### src/rtl/dmem_arbiter_pkg.sv
// ============================================================================
//  Module  : dmem_arbiter_pkg
//  Brief   : Shared types for the fetch/data memory-port arbiter.
//  Rev     : 1.0  initial release
// ============================================================================
`default_nettype none

package dmem_arbiter_pkg;

    typedef logic [31:0] Addr;
    typedef logic [31:0] UIntX;

    // Access size encoding of the memory unit
    typedef enum logic [1:0] {
        SIZE_B = 2'd0,
        SIZE_H = 2'd1,
        SIZE_W = 2'd2,
        SIZE_D = 2'd3
    } MemSize;

    typedef enum logic [1:0] {
        IDLE      = 2'd0,
        HOLD      = 2'd1,
        WAIT_RESP = 2'd2
    } state_t;

    typedef enum logic {
        OWN_I = 1'b0,
        OWN_D = 1'b1
    } owner_t;

endpackage

`default_nettype wire

### src/rtl/dmem_arbiter_if.sv
// ============================================================================
//  Module  : dmem_arbiter_if
//  Brief   : Requester and memory-side bus of the arbiter; slave = arbiter view.
//  Rev     : 1.0  initial release
// ============================================================================
`default_nettype none

interface dmem_arbiter_if #(
    parameter int ADDR_W = 32,
    parameter int DATA_W = 32
);
    logic              i_valid;
    logic              i_ready;
    logic [ADDR_W-1:0] i_addr;
    logic              i_resp_valid;

    logic              d_valid;
    logic              d_ready;
    logic              d_wen;
    logic [ADDR_W-1:0] d_addr;
    logic [DATA_W-1:0] d_wdata;
    logic [1:0]        d_wmask;
    logic              d_resp_valid;

    logic [DATA_W-1:0] resp_rdata;

    logic              m_valid;
    logic              m_ready;
    logic              m_wen;
    logic [ADDR_W-1:0] m_addr;
    logic [DATA_W-1:0] m_wdata;
    logic [1:0]        m_wmask;
    logic              m_resp_valid;
    logic [DATA_W-1:0] m_resp_rdata;

    modport master (
        output i_valid, i_addr, d_valid, d_wen, d_addr, d_wdata, d_wmask,
               m_ready, m_resp_valid, m_resp_rdata,
        input  i_ready, i_resp_valid, d_ready, d_resp_valid, resp_rdata,
               m_valid, m_wen, m_addr, m_wdata, m_wmask
    );

    modport slave (
        input  i_valid, i_addr, d_valid, d_wen, d_addr, d_wdata, d_wmask,
               m_ready, m_resp_valid, m_resp_rdata,
        output i_ready, i_resp_valid, d_ready, d_resp_valid, resp_rdata,
               m_valid, m_wen, m_addr, m_wdata, m_wmask
    );

endinterface

`default_nettype wire

### src/rtl/dmem_arbiter_pick2.sv
// ============================================================================
//  Module  : arb_pick2
//  Brief   : Two-input winner picker; round-robin on ties when
//            DMEM_ARB_ROUND_ROBIN_EN is defined, else data side wins ties.
//  Rev     : 1.0  initial release
// ============================================================================
`default_nettype none

module arb_pick2
    import dmem_arbiter_pkg::*;
(
    input  logic   i_req_i,
    input  logic   i_req_d,
    input  owner_t i_last,
    output owner_t o_win
);

`ifdef DMEM_ARB_ROUND_ROBIN_EN
    always_comb begin
        o_win = OWN_D;
        if (i_req_i && i_req_d) begin
            if (i_last == OWN_D) o_win = OWN_I;
            else                 o_win = OWN_D;
        end else if (i_req_i) begin
            o_win = OWN_I;
        end
    end
`else
    logic w_unused_last;
    assign w_unused_last = (i_last == OWN_D);

    always_comb begin
        o_win = OWN_D;
        if (i_req_i && !i_req_d) o_win = OWN_I;
    end
`endif

endmodule

`default_nettype wire

### src/rtl/dmem_arbiter.sv
// ============================================================================
//  Module  : dmem_arbiter
//  Brief   : Shares one memory port between fetch and data requesters, one
//            transaction in flight. Option macro: DMEM_ARB_ROUND_ROBIN_EN.
//  Rev     : 1.0  initial release
// ============================================================================
`default_nettype none

module dmem_arbiter
    import dmem_arbiter_pkg::*;
#(
    parameter int ADDR_W = 32,
    parameter int DATA_W = 32
) (
    input  logic           clk,
    input  logic           reset,
    dmem_arbiter_if.slave  bus
);

    state_t r_state;
    owner_t r_owner;
    owner_t r_last;
    owner_t w_pick;
    owner_t w_sel;
    logic   w_cmd_phase;
    logic   w_sel_valid;
    logic   w_sel_wen;
    logic   w_m_valid;
    logic   w_acc;
    logic   w_resp_ok;

    arb_pick2 u_pick (
        .i_req_i (bus.i_valid),
        .i_req_d (bus.d_valid),
        .i_last  (r_last),
        .o_win   (w_pick)
    );

    // Once a command is stalled the grant is frozen on the recorded owner
    always_comb begin
        w_sel = w_pick;
        if (r_state == HOLD) w_sel = r_owner;
    end

    assign w_cmd_phase = !reset && (r_state != WAIT_RESP);
    assign w_sel_valid = (w_sel == OWN_I) ? bus.i_valid : bus.d_valid;
    assign w_sel_wen   = (w_sel == OWN_D) && bus.d_wen;
    assign w_m_valid   = w_cmd_phase && w_sel_valid;
    assign w_acc       = w_m_valid && bus.m_ready;
    assign w_resp_ok   = !reset && (r_state == WAIT_RESP) && bus.m_resp_valid;

    assign bus.m_valid = w_m_valid;
    assign bus.m_wen   = w_cmd_phase && w_sel_wen;
    assign bus.m_addr  = !w_cmd_phase ? {ADDR_W{1'b0}} :
                         (w_sel == OWN_I) ? bus.i_addr : bus.d_addr;
    assign bus.m_wdata = (!w_cmd_phase || (w_sel == OWN_I)) ? {DATA_W{1'b0}} : bus.d_wdata;
    assign bus.m_wmask = !w_cmd_phase ? 2'b00 :
                         (w_sel == OWN_I) ? SIZE_W : bus.d_wmask;

    assign bus.i_ready = w_acc && (w_sel == OWN_I);
    assign bus.d_ready = w_acc && (w_sel == OWN_D);

    assign bus.i_resp_valid = w_resp_ok && (r_owner == OWN_I);
    assign bus.d_resp_valid = w_resp_ok && (r_owner == OWN_D);
    assign bus.resp_rdata   = bus.m_resp_rdata;

    always_ff @(posedge clk) begin
        if (reset) begin
            r_state <= IDLE;
            r_owner <= OWN_D;
            r_last  <= OWN_D;
        end else begin
            case (r_state)
                IDLE, HOLD: begin
                    if (w_acc) begin
                        r_last  <= w_sel;
                        r_owner <= w_sel;
                        r_state <= w_sel_wen ? IDLE : WAIT_RESP;
                    end else if (w_m_valid) begin
                        r_owner <= w_sel;
                        r_state <= HOLD;
                    end
                end
                WAIT_RESP: begin
                    if (bus.m_resp_valid) r_state <= IDLE;
                end
                default: r_state <= IDLE;
            endcase
        end
    end

endmodule

`default_nettype wire

### src/flat_wrapper.sv
// flat-port wrapper written by rule: the top's interface ports become plain ports
module dmem_arbiter_flat import dmem_arbiter_pkg::*;
#(
    parameter int ADDR_W = 32,
    parameter int DATA_W = 32
)
  (clk, reset, bus_i_valid, bus_i_addr, bus_d_valid, bus_d_wen, bus_d_addr, bus_d_wdata, bus_d_wmask, bus_m_ready, bus_m_resp_valid, bus_m_resp_rdata, bus_i_ready, bus_i_resp_valid, bus_d_ready, bus_d_resp_valid, bus_resp_rdata, bus_m_valid, bus_m_wen, bus_m_addr, bus_m_wdata, bus_m_wmask);
  dmem_arbiter_if #(.ADDR_W(ADDR_W), .DATA_W(DATA_W)) bus_i ();
  input  logic clk;
  input  logic reset;
  input wire logic [$bits(bus_i.i_valid)-1:0] bus_i_valid;
  input wire logic [$bits(bus_i.i_addr)-1:0] bus_i_addr;
  input wire logic [$bits(bus_i.d_valid)-1:0] bus_d_valid;
  input wire logic [$bits(bus_i.d_wen)-1:0] bus_d_wen;
  input wire logic [$bits(bus_i.d_addr)-1:0] bus_d_addr;
  input wire logic [$bits(bus_i.d_wdata)-1:0] bus_d_wdata;
  input wire logic [$bits(bus_i.d_wmask)-1:0] bus_d_wmask;
  input wire logic [$bits(bus_i.m_ready)-1:0] bus_m_ready;
  input wire logic [$bits(bus_i.m_resp_valid)-1:0] bus_m_resp_valid;
  input wire logic [$bits(bus_i.m_resp_rdata)-1:0] bus_m_resp_rdata;
  output wire logic [$bits(bus_i.i_ready)-1:0] bus_i_ready;
  output wire logic [$bits(bus_i.i_resp_valid)-1:0] bus_i_resp_valid;
  output wire logic [$bits(bus_i.d_ready)-1:0] bus_d_ready;
  output wire logic [$bits(bus_i.d_resp_valid)-1:0] bus_d_resp_valid;
  output wire logic [$bits(bus_i.resp_rdata)-1:0] bus_resp_rdata;
  output wire logic [$bits(bus_i.m_valid)-1:0] bus_m_valid;
  output wire logic [$bits(bus_i.m_wen)-1:0] bus_m_wen;
  output wire logic [$bits(bus_i.m_addr)-1:0] bus_m_addr;
  output wire logic [$bits(bus_i.m_wdata)-1:0] bus_m_wdata;
  output wire logic [$bits(bus_i.m_wmask)-1:0] bus_m_wmask;
  assign bus_i.i_valid = bus_i_valid;
  assign bus_i.i_addr = bus_i_addr;
  assign bus_i.d_valid = bus_d_valid;
  assign bus_i.d_wen = bus_d_wen;
  assign bus_i.d_addr = bus_d_addr;
  assign bus_i.d_wdata = bus_d_wdata;
  assign bus_i.d_wmask = bus_d_wmask;
  assign bus_i.m_ready = bus_m_ready;
  assign bus_i.m_resp_valid = bus_m_resp_valid;
  assign bus_i.m_resp_rdata = bus_m_resp_rdata;
  assign bus_i_ready = bus_i.i_ready;
  assign bus_i_resp_valid = bus_i.i_resp_valid;
  assign bus_d_ready = bus_i.d_ready;
  assign bus_d_resp_valid = bus_i.d_resp_valid;
  assign bus_resp_rdata = bus_i.resp_rdata;
  assign bus_m_valid = bus_i.m_valid;
  assign bus_m_wen = bus_i.m_wen;
  assign bus_m_addr = bus_i.m_addr;
  assign bus_m_wdata = bus_i.m_wdata;
  assign bus_m_wmask = bus_i.m_wmask;
  dmem_arbiter #(.ADDR_W(ADDR_W), .DATA_W(DATA_W)) u_core (.clk(clk), .reset(reset), .bus(bus_i));
endmodule
### config.mk
export PLATFORM = sky130hd
export DESIGN_NAME = dmem_arbiter_flat
export DESIGN_NICKNAME = d
export VERILOG_FILES = /design/src/rtl/dmem_arbiter_pkg.sv /design/src/rtl/dmem_arbiter_if.sv /design/src/rtl/dmem_arbiter_pick2.sv /design/src/rtl/dmem_arbiter.sv /design/src/flat_wrapper.sv
export SDC_FILE = /design/constraint.sdc
export NUM_CORES = 1
export LEC_CHECK = 0
export BUFFER_PORTS_ARGS = -buffer_cell sky130_fd_sc_hd__buf_2
export CAP_MARGIN = 20
export CORE_AREA = 3 3 93 95
export DETAILED_ROUTE_END_ITERATION = 16
export DIE_AREA = 0 0 96 98
export PLACE_DENSITY = 0.62
export SLEW_MARGIN = 20
export SYNTH_ARGS = -nofsm -noshare
export SYNTH_HDL_FRONTEND = slang
export SYNTH_SLANG_ARGS = --single-unit
### constraint.sdc
create_clock -name clk -period 1.59 [get_ports clk]
set_input_delay 0.159 -clock clk [delete_from_list [all_inputs] [get_ports clk]]
set_output_delay 0.159 -clock clk [all_outputs]
set_load 0.01 [all_outputs]
==> results.py <==
metrics = {
    "status": {
        "run_status": "finished with violations",
        "failed_checks": "setup timing",
    },
    "power_and_ir_drop": {
        "power_frac_comb": 0.771,
        "p_seq_frac": 0.067,
        "clock_power_share": 0.162,
        "power.density_cell_area_mw_per_mm2": 499,
        "vdd_ir_drop_max_mv": 0.457,
        "total_switching_power_mw": 0.584,
        "p_leak_nw": 1.54,
        "internal_power_mw": 0.829,
        "sw_frac_of_total": 0.413,
    },
    "clock_tree": {
        "cts-root-buf": "sky130_fd_sc_hd__clkbuf_8",
        "numCtsBuffers": 3,
        "clk_transition_reported_paths_ps": 30,
        "tritoncts_clock_tree": "yes",
        "ctsLongestPathBuffers": 2,
        "clk_latency_ps": 220,
        "htree_levels": 1,
        "cts_hold_buf": 0,
        "cts_sinks": 3,
    },
    "grt": {
        "number_of_antenna_violations_at_the_first_check_in_global_routing": 0,
        "via_count_of_the_first_global_routing_pass": 1998,
        "grt_start_max_net_pins": 32,
        "grt-ovfl-total": 0,
        "grt_pass1_wl_microns": 10100,
        "grt_usage": 0.142,
    },
    "critical_path": {
        "critPathSlowestCell": "sky130_fd_sc_hd__dfxtp_2",
        "critical_path.reg2reg.startpoint": "u_core.r_owner$_SDFFE_PP1P_",
        "timing.rr.end": "u_core.r_state[0]$_SDFFE_PP0P_",
        "worstSetupStartpoint": "u_core.r_state[1]$_SDFFE_PP0P_",
        "worst-r2r-setup-slack_ps": 40,
        "worstSetupEndpointType": "primary output",
        "worstPathArrival_ps": 1610,
        "timing.critical_path.from_type": "flop",
        "timing.critical_path.to": "bus_m_addr[4]",
        "crit_type": "reg -> out",
        "cp_slowest_stage_delay_ps": 340,
        "worstPathCellList": "nand2b_4, mux2i_4, buf_12, buf_12, nand2_1, a21oi_1, buf_2",
        "crit_top_cell": "sky130_fd_sc_hd__buf_12",
        "worst_ep_required_time_ps": 1430,
        "timing.reg2reg.worst_path_depth": 5,
        "largest_fanout_on_the_critical_path": 9,
    },
    "sta": {
        "timing.final.crit_period_ps": 1760,
        "finalSetupViolCount": 70,
        "rsz_0062_raised_after_global_routing": "yes",
        "max_clock_freq_ghz": 0.567,
        "finalHoldViolCount": 0,
        "number_of_slew_limit_violations_in_the_final_report": 0,
        "tightestPinTransition_ps": 425,
        "worst_hold_margin_ps": 177,
        "final_critical_path_setup_slack_ps": -174,
        "finalCritPeriodShare": 1.11,
        "clock_skew_ps": 2.33,
        "maxSlewHeadroom": 0.716,
    },
    "logic_synthesis": {
        "ys_seq_area_frac": 0.0461,
        "synthesized_instance_count": 212,
        "post_synth_num_cell_types": 25,
        "postSynthRegisterBits": 3,
        "synth.yosys.warnings": 0,
        "postSynthAreaPerCell_sq_um": 6.15,
        "synthesis.nets": 349,
        "netlist_area_before_placement_sq_mm": 0.00130,
    },
    "cells_and_area": {
        "finish.cell_count_without_fillers": 481,
        "layout.filler_cells": 817,
        "area_delta_synth_final_pct": 117,
        "postLayoutCellArea_sq_mm": 0.00283,
        "post_route_cells_drive_above_1_share": 0.781,
        "insertedDiodeCount": 0,
        "finalNetCount": 517,
        "layout_commonest_cell": "sky130_fd_sc_hd__buf_2",
        "most_frequent_cells_in_the_layout": "sky130_fd_sc_hd__buf_2 (151), sky130_fd_sc_hd__nand2_1 (49), sky130_fd_sc_hd__buf_6 (35)",
    },
    "routing": {
        "drt_antenna_net_count": 0,
        "avgViaCountPerCell": 4.36,
        "tritonroute_pass_1_iters": 4,
        "wl_microns": 7940,
        "drt_first_iter_violations": 31,
        "via_count": 2098,
        "average_routed_wire_per_standard_cell_microns": 16.5,
        "detail_route.drc_violations": 0,
    },
    "job": {
        "cap_violations": 0,
    },
    "placement": {
        "placed_cells": 456,
        "globalplace.congestion": 0.767,
        "dp_slack_ps": -26.7,
        "postPlaceCellArea_sq_mm": 0.00209,
        "detailedPlacementHpwl_microns": 5060,
        "io_buffer_count": 176,
    },
    "die": {
        "dieArea_sq_mm": 0.00941,
        "start_util": 0.167,
        "ioPinCount": 241,
        "rows": 32,
        "die_h_microns": 98,
        "core_sq_mm": 0.00781,
        "die_width_microns": 96,
    },
    "worst_hold_path": {
        "hp_class": "in -> reg",
    },
}
worst min path at each step:
stage	startpoint	endpoint	cells past startpoint	slack [ps]
final	bus_m_ready	u_core.r_state[0]$_SDFFE_PP0P_	2	180
after global routing	bus_m_ready	u_core.r_state[0]$_SDFFE_PP0P_	2	180
after detailed placement	bus_m_resp_rdata[15]	bus_resp_rdata[15]	0	320
after CTS	bus_m_ready	u_core.r_state[0]$_SDFFE_PP0P_	2	170
after global placement	bus_m_resp_rdata[15]	bus_resp_rdata[15]	0	320
after floorplan	reset	u_core.r_state[0]$_SDFFE_PP0P_	1	230
Yosys cell counts:
master | instances | area, sq um
sky130_fd_sc_hd__nor2_1 | 8 | 30.0
sky130_fd_sc_hd__mux2_4 | 1 | 15.0
sky130_fd_sc_hd__mux2i_4 | 1 | 22.5
sky130_fd_sc_hd__nand2_1 | 67 | 251
sky130_fd_sc_hd__nand3b_1 | 1 | 7.51
sky130_fd_sc_hd__nand2b_4 | 1 | 13.8
sky130_fd_sc_hd__buf_6 | 7 | 78.8
sky130_fd_sc_hd__and3_1 | 1 | 6.26
sky130_fd_sc_hd__or2b_1 | 1 | 7.51
sky130_fd_sc_hd__mux2i_1 | 1 | 10.0
sky130_fd_sc_hd__clkbuf_1 | 5 | 18.8
sky130_fd_sc_hd__o211ai_1 | 1 | 7.51
sky130_fd_sc_hd__nand2b_1 | 2 | 12.5
sky130_fd_sc_hd__nand2_2 | 1 | 6.26
sky130_fd_sc_hd__a21oi_2 | 6 | 52.6
sky130_fd_sc_hd__and2b_1 | 1 | 7.51
sky130_fd_sc_hd__a21oi_1 | 28 | 140
sky130_fd_sc_hd__nor3_1 | 3 | 15.0
sky130_fd_sc_hd__buf_4 | 34 | 255
sky130_fd_sc_hd__and2_1 | 34 | 213
sky130_fd_sc_hd__nor2b_1 | 1 | 6.26
sky130_fd_sc_hd__a2111oi_4 | 1 | 27.5
sky130_fd_sc_hd__dfxtp_1 | 3 | 60.1
sky130_fd_sc_hd__a31o_2 | 1 | 8.76
sky130_fd_sc_hd__a2111oi_2 | 2 | 30.0
power by group through the flow:
stage	clock network, mW	registers (mW)	logic (mW)
finish	0.229	0.0951	1.09
global route	0.237	0.0960	1.17
CTS	0.232	0.0967	0.962
detailed placement	0	0.0943	0.732
global placement	0	0.0936	0.721
floorplan	0	0.0932	0.473
cell families after synthesis:
group | Yosys count | share of synthesized area
mux | 3 | 0.0365
flops | 3 | 0.0461
buf+inv | 46 | 0.271
simple gates | 121 | 0.442
compound gates | 39 | 0.204
through the flow:
| step | total power, mW | utilization | setup TNS (ps) |
|---|---|---|---|
| 2_1_floorplan | 0.566 | - | 0 |
| 6_report | 1.41 | 0.363 | -8660 |
| 5_1_grt | 1.50 | 0.363 | -12980 |
| 3_3_place_gp | 0.815 | 0.267 | 0 |
| 4_1_cts | 1.29 | 0.324 | -12460 |
| 3_5_place_dp | 0.826 | 0.267 | -67.6 |
what timing repair did:
item	in CTS	in global routing
pin swaps	15	39
endpoints found under the setup margin	70	71
setup buffers	12	5
gates cloned	7	2
resized for setup	51	87
registers in the layout, summed over array words and instances, names as in the netlist:
register	flops
u_core.r_state	2
u_core.r_owner	1
cell type report:
class	instances	area, sq um	area share
Multi-Input combinational cell	166	1190	0.421
Timing Repair Buffer	206	1400	0.494
Sequential cell	3	68.8	0.0243
Tap cell	102	128	0.0451
Clock buffer	4	45.0	0.0159
metal layers:
layer | track usage | vias up | routed length [microns]
met1 | 0.131 | 953 | 2750
li1 | - | 987 | -
met4 | 0.0416 | 0 | 105
met3 | 0.0293 | 10 | 768
met2 | 0.296 | 148 | 4310
met5 | 0 | - | 0
critical path, delay by kind of cell (launching register included):
family          cells  cell delay [ps]
buf+inv             3              440
flops               1              340
mux                 1              240
simple gates        2              210
compound gates      1              140
(Power assumes the default switching activity.)
